### src/rtl/mul_div_unit_pkg.sv
// Shared definitions for the multiply/divide unit: ISA funct codes and
// helpers that classify a funct field.
package mul_div_unit_pkg;

  localparam logic [5:0] FUN_MFHI  = 6'h10;
  localparam logic [5:0] FUN_MTHI  = 6'h11;
  localparam logic [5:0] FUN_MFLO  = 6'h12;
  localparam logic [5:0] FUN_MTLO  = 6'h13;
  localparam logic [5:0] FUN_MULT  = 6'h18;
  localparam logic [5:0] FUN_MULTU = 6'h19;
  localparam logic [5:0] FUN_DIV   = 6'h1A;
  localparam logic [5:0] FUN_DIVU  = 6'h1B;

  typedef enum logic [1:0] {
    MD_NONE,
    MD_MULDIV,
    MD_MOVE
  } md_class_e;

  function automatic md_class_e md_classify(input logic [5:0] funct);
    md_class_e cls;
    case (funct)
      FUN_MULT, FUN_MULTU, FUN_DIV, FUN_DIVU: cls = MD_MULDIV;
      FUN_MTHI, FUN_MTLO:                     cls = MD_MOVE;
      FUN_MFHI, FUN_MFLO:                     cls = MD_NONE;
      default:                                cls = MD_NONE;
    endcase
    return cls;
  endfunction

  function automatic logic md_is_signed(input logic [5:0] funct);
    return (funct == FUN_MULT) || (funct == FUN_DIV);
  endfunction

  function automatic logic md_is_div(input logic [5:0] funct);
    return (funct == FUN_DIV) || (funct == FUN_DIVU);
  endfunction

endpackage

### src/rtl/md_sign_fix.sv
// Turns the magnitude result of the iterative core into the architectural
// HI/LO values: negates product/quotient and signs the remainder.
module md_sign_fix #(
  parameter int WIDTH = 32
) (
  input  logic                 is_div,
  input  logic                 sign_a,
  input  logic                 sign_b,
  input  logic                 b_zero,
  input  logic [2*WIDTH-1:0]   mag,
  output logic [WIDTH-1:0]     hi_fix,
  output logic [WIDTH-1:0]     lo_fix
);

  logic signed [2*WIDTH-1:0] prod_s;
  logic signed [WIDTH-1:0]   quo_s;
  logic signed [WIDTH-1:0]   rem_s;

  always_comb begin
    prod_s = mag;
    quo_s  = mag[WIDTH-1:0];
    rem_s  = mag[2*WIDTH-1:WIDTH];
    hi_fix = '0;
    lo_fix = '0;
    if (is_div) begin
      // A zero divisor keeps the all-ones quotient regardless of dividend sign.
      lo_fix = ((sign_a ^ sign_b) && !b_zero) ? -quo_s : quo_s;
      hi_fix = sign_a ? -rem_s : rem_s;
    end else begin
      prod_s = (sign_a ^ sign_b) ? -prod_s : prod_s;
      hi_fix = prod_s[2*WIDTH-1:WIDTH];
      lo_fix = prod_s[WIDTH-1:0];
    end
  end

endmodule

### src/rtl/mul_div_unit.sv
// Iterative MULT/MULTU/DIV/DIVU unit owning the HI/LO registers; one
// shift-add or shift-subtract step per cycle, then a sign-fix cycle.
module mul_div_unit
  import mul_div_unit_pkg::*;
#(
  parameter int WIDTH = 32
) (
  input  logic             clk,
  input  logic             resetN,
  input  logic             start,
  input  logic [5:0]       mdFunct,
  input  logic [WIDTH-1:0] opA,
  input  logic [WIDTH-1:0] opB,
  input  logic             cancel,
  output logic             busy,
  output logic             done,
  output logic [WIDTH-1:0] hi,
  output logic [WIDTH-1:0] lo
);

  localparam int CNT_W = $clog2(WIDTH);

  if ((WIDTH < 8) || (WIDTH % 2 != 0)) begin : g_width_check
    $error("mul_div_unit: WIDTH must be even and at least 8");
  end

  typedef enum logic [1:0] {
    IDLE,
    RUN,
    FIX
  } state_e;

  state_e               state, state_nxt;
  md_class_e            cls;
  logic                 load, iter, fix_wr, mt_wr;
  logic [CNT_W-1:0]     cnt;
  logic [2*WIDTH-1:0]   acc, acc_step;
  logic [WIDTH-1:0]     opnd;
  logic                 is_div_q, sign_a_q, sign_b_q, b_zero_q;
  logic                 ld_signed, ld_div, ld_sa, ld_sb;
  logic [WIDTH-1:0]     mag_a, mag_b;
  logic [WIDTH:0]       mul_sum, rem_sh;
  logic [WIDTH-1:0]     div_rem;
  logic                 div_ge;
  logic [WIDTH-1:0]     hi_fix, lo_fix;

  assign cls  = md_classify(mdFunct);
  assign busy = (state != IDLE);

  always_ff @(posedge clk or negedge resetN) begin
    if (!resetN) state <= IDLE;
    else         state <= state_nxt;
  end

  // Cancel beats any start; a new start beats the running iteration.
  always_comb begin
    state_nxt = state;
    load      = 1'b0;
    mt_wr     = 1'b0;
    fix_wr    = 1'b0;
    iter      = 1'b0;
    if (cancel) begin
      state_nxt = IDLE;
    end else if (start && cls == MD_MULDIV) begin
      state_nxt = RUN;
      load      = 1'b1;
    end else if (start && cls == MD_MOVE) begin
      state_nxt = IDLE;
      mt_wr     = 1'b1;
    end else begin
      case (state)
        RUN: begin
          iter = 1'b1;
          if (cnt == '0) state_nxt = FIX;
        end
        FIX: begin
          fix_wr    = 1'b1;
          state_nxt = IDLE;
        end
        default: state_nxt = IDLE;
      endcase
    end
  end

  always_comb begin
    ld_signed = md_is_signed(mdFunct);
    ld_div    = md_is_div(mdFunct);
    ld_sa     = ld_signed & opA[WIDTH-1];
    ld_sb     = ld_signed & opB[WIDTH-1];
    mag_a     = ld_sa ? -opA : opA;
    mag_b     = ld_sb ? -opB : opB;
  end

  // One step: multiply adds the multiplicand into the upper half and shifts
  // right; divide shifts the {rem,quo} pair left and trial-subtracts.
  always_comb begin
    mul_sum  = {1'b0, acc[2*WIDTH-1:WIDTH]} + {1'b0, (acc[0] ? opnd : '0)};
    rem_sh   = {acc[2*WIDTH-1:WIDTH], acc[WIDTH-1]};
    div_ge   = (rem_sh >= {1'b0, opnd});
    div_rem  = div_ge ? WIDTH'(rem_sh - {1'b0, opnd}) : rem_sh[WIDTH-1:0];
    acc_step = is_div_q ? {div_rem, acc[WIDTH-2:0], div_ge}
                        : {mul_sum, acc[WIDTH-1:1]};
  end

  md_sign_fix #(.WIDTH(WIDTH)) u_sign_fix (
    .is_div (is_div_q),
    .sign_a (sign_a_q),
    .sign_b (sign_b_q),
    .b_zero (b_zero_q),
    .mag    (acc),
    .hi_fix (hi_fix),
    .lo_fix (lo_fix)
  );

  always_ff @(posedge clk or negedge resetN) begin
    if (!resetN) begin
      cnt      <= '0;
      acc      <= '0;
      opnd     <= '0;
      is_div_q <= 1'b0;
      sign_a_q <= 1'b0;
      sign_b_q <= 1'b0;
      b_zero_q <= 1'b0;
      hi       <= '0;
      lo       <= '0;
      done     <= 1'b0;
    end else begin
      done <= fix_wr;
      if (load) begin
        cnt      <= CNT_W'(WIDTH - 1);
        is_div_q <= ld_div;
        sign_a_q <= ld_sa;
        sign_b_q <= ld_sb;
        b_zero_q <= (opB == '0);
        acc      <= ld_div ? {{WIDTH{1'b0}}, mag_a} : {{WIDTH{1'b0}}, mag_b};
        opnd     <= ld_div ? mag_b : mag_a;
      end else if (iter) begin
        cnt <= cnt - CNT_W'(1);
        acc <= acc_step;
      end
      if (mt_wr) begin
        if (mdFunct == FUN_MTHI) hi <= opA;
        else                     lo <= opA;
      end
      if (fix_wr) begin
        hi <= hi_fix;
        lo <= lo_fix;
      end
    end
  end

`ifndef SYNTHESIS
  always_ff @(posedge clk) begin
    if (resetN && start && !cancel && cls == MD_NONE)
      $warning("mul_div_unit: start with unsupported funct %h ignored", mdFunct);
  end
`endif

endmodule
### config.mk
export PLATFORM = sky130hd
export DESIGN_NAME = mul_div_unit
export DESIGN_NICKNAME = d
export VERILOG_FILES = /design/src/rtl/mul_div_unit_pkg.sv /design/src/rtl/md_sign_fix.sv /design/src/rtl/mul_div_unit.sv
export SDC_FILE = /design/constraint.sdc
export NUM_CORES = 1
export LEC_CHECK = 0
export CAP_MARGIN = 25
export CORE_ASPECT_RATIO = 0.7
export CORE_UTILIZATION = 55
export DETAILED_ROUTE_END_ITERATION = 16
export DONT_BUFFER_PORTS = 1
export PLACE_DENSITY_LB_ADDON = 0.12
export SYNTH_ARGS = -nofsm -noshare
export SYNTH_HDL_FRONTEND = slang
export SYNTH_SLANG_ARGS = --single-unit
### constraint.sdc
create_clock -name clk -period 3.4 [get_ports clk]
set_clock_uncertainty 0.05 [all_clocks]
set_input_delay 0.68 -clock clk [delete_from_list [all_inputs] [get_ports clk]]
set_output_delay 0.68 -clock clk [all_outputs]
set_load 0.005 [all_outputs]
==> metrics.cfg <==
[worst_setup_path]
cp_num_buf_inv = 6
reg2regPathDepth = 17
r2r-start = acc[0]$_DFFE_PN0P_
cpMostUsedCell = buf_4
critPathRequiredTime_ps = 3670
cp_cell_sequence = buf_6 > clkinvlp_4 > buf_6 > nor2_2 > ha_4 > buf_4 > o21a_1 > o211ai_1 > o311ai_2 > buf_4 > o21ai_4 > o311a_4 > buf_4 > o21ai_2 > a31oi_1 > xor2_1 > o21ai_0
cp-start-kind = flop
cp_num_cells = 17
endpoint_kind = flop
critical-path-max-stage-delay_ps = 360
r2r_slack_ps = 10
crit_type = flop to flop
cp_slowest_cell = dfrtp_1
cp_top_family = compound AO/OA/AOI/OAI gates
crit_path_max_fanout = 7
cp.arrival_ps = 3660
r2r-end = acc[57]$_DFFE_PN0P_

[route]
ant_nets = 0
via_per_inst = 6.417
dr.pass1.iters = 6
vias = 15180
routed_wl_um = 55110
drc_errors = 0
wire_per_inst_um = 23.29
drt_iter0_drc = 1679

[global_routing]
antenna_found_initial = 0
grt_pass1_wl_um = 81800
grt_overflow_total = 0
track_usage_pct = 38.97
grt_pass1_vias = 13930
grt_max_degree = 173

[flow_run]
cap_violations = 0

[finish]
nets = 2136
drive_gt1_share_pct = 14.59
diodes = 0
stdcell_area_um2 = 17200
area_delta_synth_final_pct = 14.82

[timing]
fmax_mhz = 295.3
post-route-period-util_pct = 99.60
drv_slew = 0
setup_ws_ps = 13.56
period_needed_ps = 3386
holdWs_ps = -148.4
relSlewSlack_pct = 31.04
worst_slew_pin_slew_ps = 1031
hold_viol_final = 172
final-setup-viol-count = 0
rsz0062_at_grt = yes

[floorplanning]
die_h_um = 140.1
initial_core_util_pct = 56.07
pin_count = 140
num_rows = 50
core_area_um2 = 26710
dieArea_um2 = 27910
die_width_um = 199.2

[power_and_ir_drop]
p_leak_nw = 7.881
power.internal_mw = 6.078
pwr-share-comb_pct = 52.8
p_per_area_nw_per_um2 = 622.8
power_switching_mw = 4.633
seqPwrFrac_pct = 28.2
p_sw_share_pct = 43.25
peakVddDrop_mv = 0.5748
p_clk_share_pct = 19.0

[synthesis]
synth_edf_count = 0
yosysTopAreaCell = dfrtp_1
async_flop_share_pct = 100.0
synth_cells = 1928
yosysWarnings = 0
synth.avg_cell_area_um2 = 7.768
synth-seq-cells = 172
yosysTopAreaCellShare_pct = 28.74
synthFlopType = dfrtp_1
ys_top_cells_by_area = dfrtp_1 29%, o21ai_0 7.9%, mux2i_1 6.8%, nand2_1 6.0%, ha_1 5.8%
syn_area_um2 = 14980
synth_nets = 2074
ys_types = 77
netlist_top_cells_count = 240 x nand2_1, 236 x o21ai_0, 173 x nor2_1, 172 x dfrtp_1, 159 x a21oi_1
synth-seq-area-share_pct = 28.74
yosysMostFrequentCell = nand2_1

[clocking]
ctsHtreeMaxLevel = 4
cts_made_buffers = 17
cts_root_buffer = clkbuf_16
cts_sinks = 172
clk_pin_slew_worst_paths_ps = 70
clock_path_buffers = 2
clock_latency_ps = 470
cts_tree = built

[hold_path]
hold_path_class = primary input to async pin

[placement]
place_hpwl_um = 41440
place_congestion = 1.002
pre_cts_slack_ps = -347.8
place_area_um2 = 16080
port_buffers = 0

[status]
status = finished, violations left
failed_checks = negative hold slack

==> how the worst max path moves through the flow <==
stage	from	slack (ps)	end
floorplan	acc[0]$_DFFE_PN0P_	50	acc[56]$_DFFE_PN0P_
global placement	acc[0]$_DFFE_PN0P_	-240	acc[57]$_DFFE_PN0P_
detailed placement	acc[0]$_DFFE_PN0P_	-350	acc[63]$_DFFE_PN0P_
CTS	acc[0]$_DFFE_PN0P_	1	acc[56]$_DFFE_PN0P_
global route	acc[0]$_DFFE_PN0P_	-110	acc[61]$_DFFE_PN0P_
finish	acc[0]$_DFFE_PN0P_	10	acc[57]$_DFFE_PN0P_
==> flip-flops by register name, indices dropped and copies added (netlist names) <==
register  flops
hi           32
opnd         32
done          1
lo           32
sign_b_q      1
acc          64
sign_a_q      1
is_div_q      1
state         2
cnt           5
b_zero_q      1
==> final cells by class <==
| type | instances | area (um^2) |
|---|---|---|
| Clock buffer | 21 | 470.5 |
| Clock inverter | 10 | 116.4 |
| Fill cell | 2360 | 9517 |
| Inverter | 69 | 262.8 |
| Multi-Input combinational cell | 1566 | 10300 |
| Sequential cell | 172 | 4310 |
| Tap cell | 364 | 455.4 |
| Timing Repair Buffer | 164 | 1284 |
==> what timing repair did <==
item,CTS,global route
resized for setup,16,72
buffers inserted,2,17
pin swaps,8,29
endpoints found under the hold margin,172,172
gates cloned,1,0
endpoints found under the setup margin,16,35
==> layer usage <==
metal | wire (um) | up-vias | part of all wire (%) | GRT usage (%)
met5 | 0 | - | 0 | 0
met4 | 1570 | 0 | 2.8 | 12.06
met3 | 7203 | 112 | 13 | 12.50
met2 | 22150 | 927 | 40 | 53.00
met1 | 24190 | 7163 | 44 | 57.64
li1 | - | 6981 | - | -
==> per-stage QoR <==
step	TNS, ps	cells	utilization [%]	total power, mW
after detailed placement	-1977	2314	60.21	8.166
after global placement	-1001	2314	60.21	8.093
after CTS	0	2348	62.69	10.27
final	0	2366	64.37	10.71
after floorplan	0	1928	-	6.462
after global routing	-638.0	2366	64.37	11.30
==> layout by cell type, fill, tap and decap left out, drive strengths merged, types with 15 or more instances in the layout <==
cell type	netlist	final
ha	70	70
nand3	36	36
nor2	173	173
a22oi	18	18
dfrtp	172	172
xnor2	91	91
clkbuf	100	21
buf	21	164
o211ai	25	25
or3	23	23
nand2	240	240
xor2	87	87
nor4	20	20
o21ai	239	239
a31oi	15	15
nor3	27	27
inv	68	68
o41ai	18	18
a21o	38	38
o31ai	21	21
a21oi	159	159
mux2i	102	102
==> logic make-up after synthesis <==
logic type	count (synthesis)	share of synthesized area (%)
and+or+nand+nor	608	18.76
DFF	172	28.74
adders and majority gates	72	6.115
buffers and inverters	190	4.812
xor gates and xnor gates	178	10.41
muxes	108	7.268
AOI/OAI and AO/OA	600	23.89
==> power by group through the flow <==
| stage | logic [mW] | registers, mW | clock network [mW] |
|---|---|---|---|
| floorplan | 3.61 | 2.85 | 0 |
| finish | 5.66 | 3.02 | 2.04 |
| CTS | 5.25 | 2.98 | 2.04 |
| detailed placement | 5.15 | 3.02 | 0 |
| global route | 6.13 | 3.06 | 2.11 |
| global placement | 5.08 | 3.01 | 0 |
(Power assumes the default switching activity.)
